## src/rtl/sha256_msg_padder_if.sv

```systemverilog
// -----------------------------------------------------------------------------
// sha256_msg_padder_if
// Bundles the byte-stream input handshake and the padded word-stream output
// handshake of sha256_msg_padder.
//
// Handshake semantics (both channels): a transfer happens on a rising clock
// edge where valid and ready are both high. A producer that has raised valid
// keeps its payload stable until that transfer. Ready may depend
// combinationally on valid.
//
// Signals:
//   in_data_i      message word, big-endian, byte 0 in [31:24]
//   in_bytes_i     valid bytes in in_data_i (left-justified), 0..4 on last word
//   in_last_i      final word of the message
//   in_valid_i     input word valid
//   in_ready_o     padder can accept an input word
//   out_data_o     padded word W0..W15 of the current 512-bit block
//   out_valid_o    output word valid
//   out_ready_i    downstream accepts the output word
//   out_blk_last_o high with W15 of every block
//   out_msg_last_o high with W15 of the final block of a message
//
// Modports: slave = the padder, master = the upstream/downstream environment.
// -----------------------------------------------------------------------------
interface sha256_msg_padder_if;
    logic [31:0] in_data_i;
    logic [2:0]  in_bytes_i;
    logic        in_last_i;
    logic        in_valid_i;
    logic        in_ready_o;
    logic [31:0] out_data_o;
    logic        out_valid_o;
    logic        out_ready_i;
    logic        out_blk_last_o;
    logic        out_msg_last_o;

    modport slave (
        input  in_data_i,
        input  in_bytes_i,
        input  in_last_i,
        input  in_valid_i,
        output in_ready_o,
        output out_data_o,
        output out_valid_o,
        input  out_ready_i,
        output out_blk_last_o,
        output out_msg_last_o
    );

    modport master (
        output in_data_i,
        output in_bytes_i,
        output in_last_i,
        output in_valid_i,
        input  in_ready_o,
        input  out_data_o,
        input  out_valid_o,
        output out_ready_i,
        input  out_blk_last_o,
        input  out_msg_last_o
    );
endinterface

```

## src/rtl/sha256_msg_padder.sv

```systemverilog
// -----------------------------------------------------------------------------
// sha256_msg_padder
// Turns a byte-granular message word stream into SHA-256 padded 512-bit blocks,
// emitted as 16 big-endian 32-bit words per block: message bytes, a 0x80 byte,
// zero fill, then the 64-bit message bit length.
//
// Ports:
//   clk_100mhz   single clock, rising edge
//   rstn_i       synchronous active-low reset
//   bus          sha256_msg_padder_if.slave (input and output handshakes)
//   busy_o       message in progress (bytes counted or not in MSG)
//   dbg_state_o  current FSM state (0=MSG 1=PAD 2=LEN_HI 3=LEN_LO)
//
// The output is a single register stage. A word is loaded into it whenever the
// register is empty or its current word is being taken in the same cycle, so
// an accepted input word appears on out_data_o one cycle later and the
// register holds steady while the downstream stalls.
// -----------------------------------------------------------------------------
module sha256_msg_padder (
    input  logic                      clk_100mhz,
    input  logic                      rstn_i,
    sha256_msg_padder_if.slave        bus,
    output logic                      busy_o,
    output logic [1:0]                dbg_state_o
);

    typedef enum logic [1:0] {
        MSG    = 2'd0,
        PAD    = 2'd1,
        LEN_HI = 2'd2,
        LEN_LO = 2'd3
    } state_t;

    state_t      state_q, state_d;
    logic [3:0]  idx_q, idx_d;         // block index of the next word loaded
    logic [60:0] cnt_q, cnt_d;         // message length in bytes
    logic        pend_q, pend_d;       // 0x80000000 word still owed after a full last word
    logic [31:0] out_data_q, out_data_d;
    logic        out_valid_q, out_valid_d;
    logic        blk_last_q, blk_last_d;
    logic        msg_last_q, msg_last_d;

    logic        can_load;
    logic        in_ready;
    logic        load;
    logic        load_msg_last;
    logic [31:0] load_word;
    logic [2:0]  n_eff;
    logic [31:0] last_word;
    logic [63:0] bit_len;

    assign bit_len = {cnt_q, 3'b000};

    // Non-last words always count as four bytes; a last word never counts more.
    always_comb begin
        n_eff = 3'd4;
        if (bus.in_last_i && (bus.in_bytes_i < 3'd4)) begin
            n_eff = bus.in_bytes_i;
        end
    end

    // Short last word: keep bytes 0..n-1, put 0x80 in byte n, zero the rest.
    always_comb begin
        last_word = bus.in_data_i;
        case (n_eff)
            3'd0:    last_word = 32'h8000_0000;
            3'd1:    last_word = {bus.in_data_i[31:24], 24'h80_0000};
            3'd2:    last_word = {bus.in_data_i[31:16], 16'h8000};
            3'd3:    last_word = {bus.in_data_i[31:8], 8'h80};
            default: last_word = bus.in_data_i;
        endcase
    end

    assign can_load = !out_valid_q || bus.out_ready_i;
    assign in_ready = rstn_i && (state_q == MSG) && can_load;

    always_comb begin
        state_d       = state_q;
        idx_d         = idx_q;
        cnt_d         = cnt_q;
        pend_d        = pend_q;
        out_data_d    = out_data_q;
        out_valid_d   = out_valid_q;
        blk_last_d    = blk_last_q;
        msg_last_d    = msg_last_q;
        load          = 1'b0;
        load_msg_last = 1'b0;
        load_word     = 32'h0;

        case (state_q)
            MSG: begin
                if (in_ready && bus.in_valid_i) begin
                    load  = 1'b1;
                    cnt_d = cnt_q + 61'(n_eff);
                    if (!bus.in_last_i) begin
                        load_word = bus.in_data_i;
                    end else if (n_eff == 3'd4) begin
                        load_word = bus.in_data_i;
                        pend_d    = 1'b1;
                        state_d   = PAD;
                    end else begin
                        load_word = last_word;
                        // 0x80 landed in W13: the length words follow directly.
                        state_d   = (idx_q == 4'd13) ? LEN_HI : PAD;
                    end
                end
            end
            PAD: begin
                if (can_load) begin
                    load      = 1'b1;
                    load_word = pend_q ? 32'h8000_0000 : 32'h0;
                    pend_d    = 1'b0;
                    // Padding never reaches W14 on its own; when the marker
                    // sits in W14/W15 the index wraps and fills a new block.
                    if (idx_q == 4'd13) begin
                        state_d = LEN_HI;
                    end
                end
            end
            LEN_HI: begin
                if (can_load) begin
                    load      = 1'b1;
                    load_word = bit_len[63:32];
                    state_d   = LEN_LO;
                end
            end
            LEN_LO: begin
                if (can_load) begin
                    load          = 1'b1;
                    load_msg_last = 1'b1;
                    load_word     = bit_len[31:0];
                    state_d       = MSG;
                end
            end
            default: begin
                state_d = MSG;
            end
        endcase

        if (load) begin
            out_data_d  = load_word;
            out_valid_d = 1'b1;
            blk_last_d  = (idx_q == 4'd15);
            msg_last_d  = load_msg_last;
            idx_d       = idx_q + 4'd1;
        end else if (can_load) begin
            out_valid_d = 1'b0;
            blk_last_d  = 1'b0;
            msg_last_d  = 1'b0;
        end

        if (load_msg_last) begin
            cnt_d = '0;
            idx_d = '0;
        end
    end

    always_ff @(posedge clk_100mhz) begin
        if (!rstn_i) begin
            state_q     <= MSG;
            idx_q       <= '0;
            cnt_q       <= '0;
            pend_q      <= 1'b0;
            out_data_q  <= '0;
            out_valid_q <= 1'b0;
            blk_last_q  <= 1'b0;
            msg_last_q  <= 1'b0;
        end else begin
            state_q     <= state_d;
            idx_q       <= idx_d;
            cnt_q       <= cnt_d;
            pend_q      <= pend_d;
            out_data_q  <= out_data_d;
            out_valid_q <= out_valid_d;
            blk_last_q  <= blk_last_d;
            msg_last_q  <= msg_last_d;
        end
    end

    assign bus.in_ready_o     = in_ready;
    assign bus.out_data_o     = out_data_q;
    assign bus.out_valid_o    = out_valid_q;
    assign bus.out_blk_last_o = blk_last_q;
    assign bus.out_msg_last_o = msg_last_q;
    assign busy_o             = (cnt_q != '0) || (state_q != MSG);
    assign dbg_state_o        = state_q;

endmodule

```

## src/flat_wrapper.sv

```systemverilog
// flat-port wrapper written by rule: the top's interface ports become plain ports
module sha256_msg_padder_flat 
  (clk_100mhz, rstn_i, busy_o, dbg_state_o, bus_in_data_i, bus_in_bytes_i, bus_in_last_i, bus_in_valid_i, bus_in_ready_o, bus_out_data_o, bus_out_valid_o, bus_out_ready_i, bus_out_blk_last_o, bus_out_msg_last_o);
  sha256_msg_padder_if bus_i ();
  input  logic clk_100mhz;
  input  logic rstn_i;
  output logic busy_o;
  output logic [1:0] dbg_state_o;
  input wire logic [$bits(bus_i.in_data_i)-1:0] bus_in_data_i;
  input wire logic [$bits(bus_i.in_bytes_i)-1:0] bus_in_bytes_i;
  input wire logic [$bits(bus_i.in_last_i)-1:0] bus_in_last_i;
  input wire logic [$bits(bus_i.in_valid_i)-1:0] bus_in_valid_i;
  output wire logic [$bits(bus_i.in_ready_o)-1:0] bus_in_ready_o;
  output wire logic [$bits(bus_i.out_data_o)-1:0] bus_out_data_o;
  output wire logic [$bits(bus_i.out_valid_o)-1:0] bus_out_valid_o;
  input wire logic [$bits(bus_i.out_ready_i)-1:0] bus_out_ready_i;
  output wire logic [$bits(bus_i.out_blk_last_o)-1:0] bus_out_blk_last_o;
  output wire logic [$bits(bus_i.out_msg_last_o)-1:0] bus_out_msg_last_o;
  assign bus_i.in_data_i = bus_in_data_i;
  assign bus_i.in_bytes_i = bus_in_bytes_i;
  assign bus_i.in_last_i = bus_in_last_i;
  assign bus_i.in_valid_i = bus_in_valid_i;
  assign bus_in_ready_o = bus_i.in_ready_o;
  assign bus_out_data_o = bus_i.out_data_o;
  assign bus_out_valid_o = bus_i.out_valid_o;
  assign bus_i.out_ready_i = bus_out_ready_i;
  assign bus_out_blk_last_o = bus_i.out_blk_last_o;
  assign bus_out_msg_last_o = bus_i.out_msg_last_o;
  sha256_msg_padder u_core (.clk_100mhz(clk_100mhz), .rstn_i(rstn_i), .bus(bus_i), .busy_o(busy_o), .dbg_state_o(dbg_state_o));
endmodule
```

## config.mk

```make
export PLATFORM = sky130hd
export DESIGN_NAME = sha256_msg_padder_flat
export DESIGN_NICKNAME = d
export VERILOG_FILES = /design/src/rtl/sha256_msg_padder_if.sv /design/src/rtl/sha256_msg_padder.sv /design/src/flat_wrapper.sv
export SDC_FILE = /design/constraint.sdc
export NUM_CORES = 1
export LEC_CHECK = 0
export CAP_MARGIN = 0
export CORE_ASPECT_RATIO = 1.4
export CORE_MARGIN = 2
export CORE_UTILIZATION = 49
export DETAILED_ROUTE_END_ITERATION = 8
export MAX_ROUTING_LAYER = met4
export PLACE_DENSITY = 0.76
export RECOVER_POWER = 25
export SLEW_MARGIN = 0
export SYNTH_ARGS = -nofsm -noshare
export SYNTH_HDL_FRONTEND = slang
export SYNTH_SLANG_ARGS = --single-unit
```

## constraint.sdc

```tcl
create_clock -name clk_100mhz -period 2.8 [get_ports clk_100mhz]
set_input_delay 0.56 -clock clk_100mhz [delete_from_list [all_inputs] [get_ports clk_100mhz]]
set_output_delay 0.56 -clock clk_100mhz [all_outputs]
set_load 0.005 [all_outputs]
```

==> results.md <==
- Final period utilization: 0.995
- Core area: 10800 sq um
- Critical path launch point type: flop
- 1st-pass router iterations: 6
- Async set-or-reset flop fraction in the synthesized netlist: 0
- Worst Path Required: 3.08 ns
- Final min period: 2.79 ns
- Post-synthesis sequential area ratio: 0.386
- Count of pins over their slew limit: 0
- Share of layout cells above drive strength 1: 0.160
- Clock Latency Late Sink: 0.34 ns
- FF+latch area: between 2000 and 2500 sq um
- Synthesized area per cell: approximately 8.0 sq um
- CTS Buf Count: 9
- Cell with the most instances after synthesis: dfxtp_1
- Worst Hold Class: reg -> reg
- P&R area growth vs syn: 34.1%
- CTS H-tree lvls: 3
- Nets@finish: 832
- Root Buffer: clkbuf_16
- Port Buffer Count: 78
- Actual slew at the worst max-slew pin: 0.767 ns
- Vias per inst: 6.31
- Main flop type after synthesis: dfxtp_1
- DP Wirelength: 13200 um
- Critical-path maximum fanout: 8
- Post-synth top area cell: dfxtp_1
- Syn Nets: 722
- EDFF count, synth: 0
- Clock sink count: 103
- # IOs: 79
- Register bit total from synthesis: 103
- Clock transition at the registers of the reported paths: about 0.070 ns
- Antenna cell count: 0
- Most frequent cells after synthesis: 103 x dfxtp_1, 61 x o21ai_0, 54 x nand2_1
- Synth Warn #: 0
- CP Capture Type: flop
- Max Fclk: approximately 360 MHz
- Routed Antenna Nets: 0
- Wirelength per Cell: 19.7 um
- Final setup vio count: 0
- Outcome: completed
- Design area: 7160 sq um
- Wirelength, routed: between 15000 and 20000 um
- Initial Utilization: 0.496
- Die area: approximately 12000 sq um
- Hold path depth: 2
- # DRC: 0
- Tot Pwr: 4.30 mW
- Maxcap violations: 0
- First-pass GRT wire length: approximately 28000 um
- Via count: 5854
- Die extent in x: 92.2 um
- R2r worst-path depth: 6
- Placer Congestion: 0.989
- Initial DRC Count: between 500 and 600
- Total gr overflow: 0
- Max clock buf depth: 2
- Top cell type's share of synthesized area: 0.386
- Fin. Hold Viols: 0
- Hold_buf cts: 0
- Final Skew: 0.00620 ns
- Hold Startpoint: u_core.bus.out_blk_last_o$_SDFFE_PN0P_
- PwrDens: about 600 nW/um^2
- Largest net degree at the start of global routing: 43
- Area of the multi-input gates: 3220 sq um
- Top cells by area, synth: dfxtp_1 39%, o21ai_0 5.7%, a21oi_1 4.7%
- Setup CP Type: reg -> reg
- Synth cell types: 47
- Post-synthesis cell area: 5340 sq um
- CTS tree: built
- R2r setup slk: 0.01 ns
- Worst r2r src: u_core.cnt_q[7]$_SDFFE_PP0P_
- RR Endpoint: u_core.cnt_q[51]$_SDFFE_PP0P_
- Number of global-route vias before repair: 5301
- Fillers: around 900
- Worst path arrival time: ~3.1 ns
- Hold EP: u_core.bus.out_blk_last_o$_SDFFE_PN0P_
- Peak supply drop: between 0.3 and 0.4 mV
- Total global-route track usage: 0.306
- # rows: 45
- Mapped Cells: 671
- Die Ht: 128 um
- Initial antenna violation count: 0
- Pleak: 2.48 nW
- Post-DP Area: 6610 sq um
- Worst-case headroom to the max-slew limit: 0.484
## cell usage in the layout (no fill, tap or decap), types with 4 or more instances in the layout
master / n
a21oi_1: 39
a21oi_2: 9
a22oi_1: 31
a31oi_1: 28
and2_1: 5
and3_1: 11
and4_1: 6
buf_2: 4
buf_4: 59
buf_6: 5
clkbuf_16: 9
clkdlybuf4s50_1: 42
dfxtp_1: 103
dlygate4sd3_1: 33
ha_1: 7
inv_1: 14
nand2_1: 54
nand3_1: 20
nand4_1: 33
nor2_1: 43
nor2b_1: 4
nor3_1: 8
nor4_1: 25
o21ai_0: 60
o31ai_1: 12
or3_1: 23
or3_4: 4
or4_1: 12
xnor2_1: 18
xor2_1: 6
## cell type report
class                      instances  share of cell area
multi-input combinational        504               0.450
tap                              141              0.0246
timing repair buffer             148               0.188
sequential                       103               0.288
inverter                          15             0.00786
clock inverter                     6             0.00961
clock buffer                      10              0.0320
## worst max-delay path by stage
stage	from	endpoint	depth (start not counted)
after global routing	u_core.cnt_q[7]$_SDFFE_PP0P_	u_core.cnt_q[43]$_SDFFE_PP0P_	6
after floorplan	bus_in_last_i	u_core.cnt_q[59]$_SDFFE_PP0P_	8
after global placement	bus_in_last_i	u_core.cnt_q[52]$_SDFFE_PP0P_	12
after CTS	bus_in_last_i	u_core.cnt_q[35]$_SDFFE_PP0P_	10
after detailed placement	bus_in_last_i	u_core.cnt_q[60]$_SDFFE_PP0P_	12
final	u_core.cnt_q[7]$_SDFFE_PP0P_	u_core.cnt_q[51]$_SDFFE_PP0P_	6
## layer usage
metal / global-route usage / share of wire / up-vias / wire [um]
li1: - / - / 2736 / -
met1: 0.364 / 0.39 / 2811 / 7090
met2: 0.538 / 0.52 / 261 / 9490
met3: 0.0436 / 0.066 / 46 / 1210
met4: 0.0869 / 0.027 / 0 / 491
met5: - / 0 / - / 0
## state kept, by name, indices dropped and copies added, names as in the netlist
name                       count
u_core.bus.out_blk_last_o      1
u_core.bus.out_data_o         32
u_core.bus.out_msg_last_o      1
u_core.bus.out_valid_o         1
u_core.cnt_q                  61
u_core.dbg_state_o             2
u_core.idx_q                   4
u_core.pend_q                  1
## metrics by stage
step | cells | utilization | setup TNS (ns) | setup slack, ns | hold WS [ns]
3_3_place_gp | 901 | 0.614 | -11.62 | -0.448 | 0.454
4_1_cts | 918 | 0.646 | 0 | 0.000436 | 0.476
2_1_floorplan | 671 | - | 0 | 0.0623 | 0.457
6_report | 927 | 0.666 | 0 | 0.0127 | 0.469
3_5_place_dp | 901 | 0.614 | -13.49 | -0.481 | 0.466
5_1_grt | 927 | 0.666 | -0.000716 | -0.000716 | 0.512
## critical path: stages, from the launching register on
cell     delay [ns]
dfxtp_1        0.52
nand4_1        0.22
nor4_1         0.69
or4b_4         0.62
buf_6          0.17
or3_1          0.36
a21oi_2        0.14
## what timing repair did
item,4_1_cts,5_1_grt
gates cloned,0,6
buffers inserted,1,3
pin swaps,1,10
hold endpoints to repair,0,0
setup endpoints to repair,29,32
resized for setup,11,33
## report_power, final
part | switching [mW] | internal (mW)
Sequential | 0.107 | 1.64
Clock | 0.561 | 0.700
Combinational | 0.652 | 0.640
Total | 1.32 | 2.98
## cell families (layout without fill, tap and decap cells)
kind of cell             count (synthesis)  after routing  share of synthesized area
AO/OA/AOI/OAI                          195            195                      0.218
XOR/XNOR                                24             24                     0.0394
adder cells (fa/ha/maj)                 11             11                     0.0272
buffers and inverters                   65            179                     0.0480
flip-flops                             103            103                      0.386
multiplexers                             3              3                    0.00586
AND/OR/NAND/NOR                        270            271                      0.275
Power figures use the tool's default switching activity.
